`src/rtl/perceptron_accum.sv`:
```
// Perceptron accumulator: sums BEATS 7-bit partial sums per sample, then thresholds the total against thr.
// Optional macro PERCEPTRON_ACCUM_SAT_EN clamps the accumulator at all-ones instead of wrapping.
module perceptron_accum #(
  parameter int BEATS = 4,
  parameter int ACC_W = 10
) (
  input  logic             clk,
  input  logic             rst_n,
  input  logic             in_valid,
  output logic             in_ready,
  input  logic [6:0]       in_sum,
  input  logic [ACC_W-1:0] thr,
  input  logic             flush,
  output logic             out_valid,
  input  logic             out_ready,
  output logic [ACC_W-1:0] out_sum,
  output logic             out_class
);

  localparam int CW = $clog2(BEATS + 1);
  localparam logic [CW-1:0] LAST = CW'(BEATS - 1);

  typedef enum logic [1:0] {IDLE, ACC, DONE} state_t;

  state_t           state, state_nxt;
  logic [ACC_W-1:0] acc, acc_add;
  logic [CW-1:0]    cnt;
  logic             accept, last, release_out;

  assign in_ready    = (state != DONE);
  assign out_valid   = (state == DONE);
  assign accept      = in_valid && in_ready && !flush;
  assign last        = (cnt == LAST);
  assign release_out = out_valid && out_ready;

`ifdef PERCEPTRON_ACCUM_SAT_EN
  logic [ACC_W:0] sum_ext;
  assign sum_ext = {1'b0, acc} + {{(ACC_W-6){1'b0}}, in_sum};
  // Once clamped, every further add overflows again (or adds 0), so the clamp holds for the sample.
  assign acc_add = sum_ext[ACC_W] ? {ACC_W{1'b1}} : sum_ext[ACC_W-1:0];
`else
  assign acc_add = acc + ACC_W'(in_sum);
`endif

  always_ff @(posedge clk or negedge rst_n) begin
    if (!rst_n) state <= IDLE;
    else        state <= state_nxt;
  end

  always_comb begin
    state_nxt = state;
    case (state)
      IDLE, ACC: if (accept) state_nxt = last ? DONE : ACC;
      DONE:      if (out_ready) state_nxt = IDLE;
      default:   state_nxt = IDLE;
    endcase
    if (flush) state_nxt = IDLE;
  end

  always_ff @(posedge clk or negedge rst_n) begin
    if (!rst_n) begin
      acc       <= '0;
      cnt       <= '0;
      out_sum   <= '0;
      out_class <= 1'b0;
    end else if (flush || release_out) begin
      acc <= '0;
      cnt <= '0;
    end else if (accept) begin
      acc <= acc_add;
      cnt <= cnt + 1'b1;
      if (last) begin
        out_sum   <= acc_add;
        out_class <= (acc_add >= thr);
      end
    end
  end

endmodule
```
`config.mk`:
```
export PLATFORM = sky130hd
export DESIGN_NAME = perceptron_accum
export DESIGN_NICKNAME = d
export VERILOG_FILES = /design/src/rtl/perceptron_accum.sv
export SDC_FILE = /design/constraint.sdc
export NUM_CORES = 1
export LEC_CHECK = 0
export ABC_AREA = 1
export BUFFER_PORTS_ARGS = -buffer_cell sky130_fd_sc_hd__buf_2
export CORE_ASPECT_RATIO = 1.25
export CORE_MARGIN = 1
export CORE_UTILIZATION = 40
export CTS_CLUSTER_DIAMETER = 60
export DETAILED_ROUTE_END_ITERATION = 8
export GPL_TIMING_DRIVEN = 0
export MAX_ROUTING_LAYER = met4
export SYNTH_ARGS = -nofsm -noshare
export SYNTH_HDL_FRONTEND = slang
export SYNTH_SLANG_ARGS = --single-unit
export TNS_END_PERCENT = 30
```
`constraint.sdc`:
```
create_clock -name clk -period 3.15 [get_ports clk]
set_input_delay 0.4725 -clock clk [delete_from_list [all_inputs] [get_ports clk]]
set_output_delay 0.4725 -clock clk [all_outputs]
set_load 0.005 [all_outputs]
```
# After elaboration in Yosys (flattened, before gate mapping)
# Cells that the tools add are included.
[totals]
register_bits = 26
input_bits = 22
wordCells = 34
[classes]
add_sub_neg = 2
order_cmp = 1
eq_ne = 6
n_mux = 9
bitwise_logic = 1
reduce_logical = 10
[op_table]
columns = ["operator", "count"]
rows = [
  ["$mux 10", 2],
  ["$add 10x7->10", 1],
  ["$ge 10x10->1", 1],
  ["$mux 2", 4],
  ["$mux 3", 2],
  ["$pmux 2 s2", 1],
  ["$add 3x1->3 const B", 1],
  ["$eq 3x2->1 const B", 1],
  ["$logic_and 1x1->1", 3],
  ["$ne 3x2->1 const B", 1],
  ["$ne 3x3->1 const B", 1],
  ["$reduce_and 3->1", 1],
  ["$eq 2x1->1 const B", 1],
  ["$eq 2x2->1 const B", 1],
  ["$logic_not 2->1", 1],
  ["$ne 2x2->1 const B", 1],
  ["$reduce_and 2->1", 1],
  ["$reduce_bool 2->1", 1],
  ["$reduce_or 2->1", 1],
  ["$logic_not 1->1", 1],
  ["$logic_or 1x1->1", 1],
  ["$not 1->1", 1],
]

# Longest topological paths before layout
[logic_depth]
word_depth = 6
depth_mapped = 15
mapped_depth_nobuf = 15

# Least setup slack after synthesis
# Ideal clock, no wire load.
[synth_path]
kind = "in2reg"
from = "in in_sum[0]"
to = "reg out_class"
setup_time_ns = 0.119
arrival_time_ns = 2.284
t_required_ns = 3.031
path_slack_ns = 0.747
stages = 13
path_cell_list = "ha_1 > fa_1 > nand3_1 > nand2_1 > nand3_1 > nand3b_1 > and2_1 > ha_1 > nand2_1 > o21ai_0 > nor2_1 > nand2_1 > o21a_1"
[synth_between]
elab_chain_cells = 2
[synth_rtl]
columns = ["item", "line_no", "rtl"]
rows = [
  ["from (decl)", "11", "input logic [6:0] in_sum,"],
  ["$add 10x7->10", "42", "assign acc_add = acc + ACC_W'(in_sum);"],
  ["named net acc_add[8]", "26", "logic [ACC_W-1:0] acc, acc_add;"],
  ["$ge 10x10->1", "74", "out_class <= (acc_add >= thr);"],
  ["to (signal assigned)", "74", ""],
  ["to (decl)", "17", "output logic out_class"],
]
# The timed path passes the listed nets, and every way through them passes these cells.
# A chain may end at the register's enable or synchronous reset.

# Worst setup path in the final report
[layout_path]
from = "reg acc[0]"
to = "reg out_class"
[layout_between]
elab_chain_cells = 2
[layout_rtl]
columns = ["item", "line_no", "rtl"]
rows = [
  ["from (decl)", "26", ""],
  ["from (signal assigned)", "62", "acc <= '0;"],
  ["from (signal assigned)", "67", "acc <= '0;"],
  ["from (signal assigned)", "70", "acc <= acc_add;"],
  ["$add 10x7->10", "42", ""],
  ["named net acc_add[8]", "26", ""],
  ["$ge 10x10->1", "74", ""],
]
# The timed path passes the listed nets, and every way through them passes these cells.

==> summary.md <==
| Metric | Value |
|---|---|
| Cell taking the most area after synthesis | `dfrtp_1` |
| Pin count of the biggest net entering global routing | `27` |
| Global-route wire length before repair | `6.08 mm` |
| CP startpoint kind | `flip-flop` |
| Post-CTS Resized | `0` |
| EDFF count, synth | `0` |
| Worst VDD drop | `0.276 mV` |
| Ports | `35` |
| Grt met2 use | `30.1%` |
| # hold bufs at CTS | `0` |
| CTS tree | `built` |
| Switching Fraction | `35.3%` |
| Clock root buffer | `clkbuf_8` |
| Register bit count reported by yosys | `26` |
| Crit Path Max Fanout | `3` |
| GPL Wtd Cong | `0.773` |
| Die height | `76.2 um` |
| Critical Path RT | `3.32 ns` |
| Net Count, Synth | `270` |
| Final setup fails | `0` |
| Final Max Slew Viols | `0` |
| Final Cycle Share | `80.2%` |
| Async SR Flop Fraction | `100%` |
| Drt pass-1 iters | `4` |
| Endpoints failing hold | `0` |
| Routed Antenna Nets | `0` |
| GRT Util Overall | `17.8%` |
| RSZ-0062 raised after global routing | `false` |
| CTS Buf Count | `3` |
| Gr busiest metal | `met2` |
| Clock insertion delay at the later pin of the skew report | `0.27 ns` |
| TNS Setup | `0 ns` |
| Vias in the first global route | `1,453` |
| Remaining Overflow, GRT | `0` |
| Hold WC Path Type | `in -> async` |
| Initial antenna violation count | `0` |
| Power density cells | `484 nW/um2` |
| Maxcap violations | `0` |
| Register area share after synthesis | `36.9%` |
| Crit path kind | `reg -> reg` |
| Combinational share of power | `37.5%` |
| Clock power share | `19.3%` |
| Status | `finished, final reports clean` |
| Die Area | `4680 um2` |
| Routed wire length per instance | `11.3 um` |
| Post-synth cell types | `30` |
| H-tree depth | `1` |
| NetSw | `0.349 mW` |
| Max Freq | `0.396 GHz` |
| Synth cell count leaders | `nand2_1, inv_1, dfrtp_1` |
| Pint | `0.640 mW` |
| Share of cells above drive strength 1 | `18.1%` |
| Core area | `4160 um2` |
| Synth warnings | `0` |
| Register share of total power | `43.2%` |
| DR DRC count | `0` |
| Vias/cell | `4.69` |
| P&R area growth vs syn | `16.0%` |
| Synth top area cells | `dfrtp_1, nand2_1, ha_1` |
| Worst-Margin Slew | `0.586 ns` |
| Mapped Area | `1760 um2` |
| Setup Fix Bufs, Post-CTS | `0` |
| GR Util met1 | `21.6%` |
| Sink Count | `26` |
| Pre-CTS WS | `0.380 ns` |
| Met3 Usage GRT | `2.55%` |
| Syn avg cell area | `7.73 um2` |
| Top-count cell post-synth | `nand2_1` |
| Clock-pin slew on the worst setup and hold paths | `0.09 ns` |
| Initial drt markers | `29` |
| Fillers | `425` |
| Yosys top cell area share | `36.9%` |
| Rel. slew slack | `60.9%` |
| Drt total wl | `3.62 mm` |
| Std-Cell Rows | `26` |
| CP endpoint kind | `flip-flop` |
| Ys flop type | `dfrtp_1` |
| Nets@finish | `309` |
| Worst Slack Setup Final | `0.625 ns` |
| Clock buffer depth | `2` |
| Critical path arrival | `2.69 ns` |
| Leakage | `1.21 nW` |
| Via Count | `1,504` |
| Mapped Cells | `228` |
| I/O Buffers | `34` |
| Fin crit period | `2.52 ns` |
| Chip width | `61.4 um` |
| DP Wirelength | `2.87 mm` |
| Max Clock Skew | `0.00141 ns` |
| Diodes inserted | `0` |
| Initial core utilization | `42.3%` |
power groups by stage:
stage                     combinational (mW)  sequential (mW)  clock (mW)
after CTS                              0.377            0.427       0.201
final                                  0.371            0.427       0.191
after floorplan                        0.254            0.434           0
after detailed placement               0.376            0.432           0
after global placement                 0.369            0.434           0
after global routing                   0.430            0.435       0.215
routing by layer:
layer / share of wire [%] / wire length (um)
met1: 47 / 1690
met2: 50 / 1800
met3: 2.5 / 89
met4: 1.1 / 41
met5: 0 / 0
placed cells by master (no fill, tap or decap), types with 3 or more instances in the layout:
cell / instances
nand2_1: 80
buf_2: 34
inv_1: 32
dfrtp_1: 26
ha_1: 19
nand3_1: 18
nor2_1: 8
o21ai_0: 7
a21oi_1: 5
and2_1: 4
xor2_1: 3
buf_6: 3
clkbuf_8: 3
critical path: stages, from the launching register on:
cell      delay, ns
dfrtp_1        0.39
ha_1           0.23
fa_1           0.42
nand3_1        0.10
nand2_1        0.10
nand3_1        0.11
nand3b_1       0.11
and2_1         0.20
ha_1           0.27
nand2_1        0.07
o21ai_0        0.09
nor2_1         0.12
nand2_1        0.06
o21a_1         0.16
final timing paths:
check	start	endpoint	slack (ns)	cells past startpoint
worst max-delay path	acc[0]$_DFFE_PN0P_	out_class$_DFFE_PN0P_	0.63	13
worst min-delay path	rst_n	out_sum[0]$_DFFE_PN0P_	0.19	1
worst max register to register	acc[0]$_DFFE_PN0P_	out_class$_DFFE_PN0P_	0.63	13
worst min register to register	out_sum[8]$_DFFE_PN0P_	out_sum[8]$_DFFE_PN0P_	0.48	2
max in group asynchronous	rst_n	out_sum[8]$_DFFE_PN0P_	2.58	1
min in group clk	out_sum[8]$_DFFE_PN0P_	out_sum[8]$_DFFE_PN0P_	0.48	2
kinds of logic after synthesis:
| logic type | share of synthesized area, % |
|---|---|
| adders and majority gates | 14.6 |
| buffers and inverters | 9.16 |
| AOI/OAI and AO/OA | 8.16 |
| DFF | 36.9 |
| and+or+nand+nor | 29.7 |
| xor gates and xnor gates | 1.49 |
through the flow:
stage | hold slack (ns) | util, % | instances | total power [mW] | instance area, um2
6_report | 0.193 | 49.1 | 321 | 0.989 | 2040
5_1_grt | 0.236 | 49.1 | 321 | 1.08 | 2040
4_1_cts | 0.214 | 49.1 | 321 | 1.01 | 2040
3_5_place_dp | 0.461 | 48.1 | 318 | 0.807 | 2000
3_3_place_gp | 0.451 | 48.1 | 318 | 0.803 | 2000
2_1_floorplan | 0.177 | - | 228 | 0.687 | 1760
registers in the layout, summed over array words and instances, names as in the netlist:
name	flops
acc	10
cnt	3
out_class	1
out_sum	10
state	2
area by class of cell:
| class | instances | area, um2 | area share (%) |
|---|---|---|---|
| flip-flops and latches | 26 | 651 | 31.8 |
| clock buffers | 3 | 41.3 | 2.02 |
| well taps | 56 | 70.1 | 3.43 |
| inverters | 34 | 128 | 6.24 |
| plain buffers | 3 | 33.8 | 1.65 |
| multi-input cells | 165 | 951 | 46.5 |
| repair buffers | 34 | 170 | 8.32 |
No activity file was read; power rests on OpenSTA's default activity.
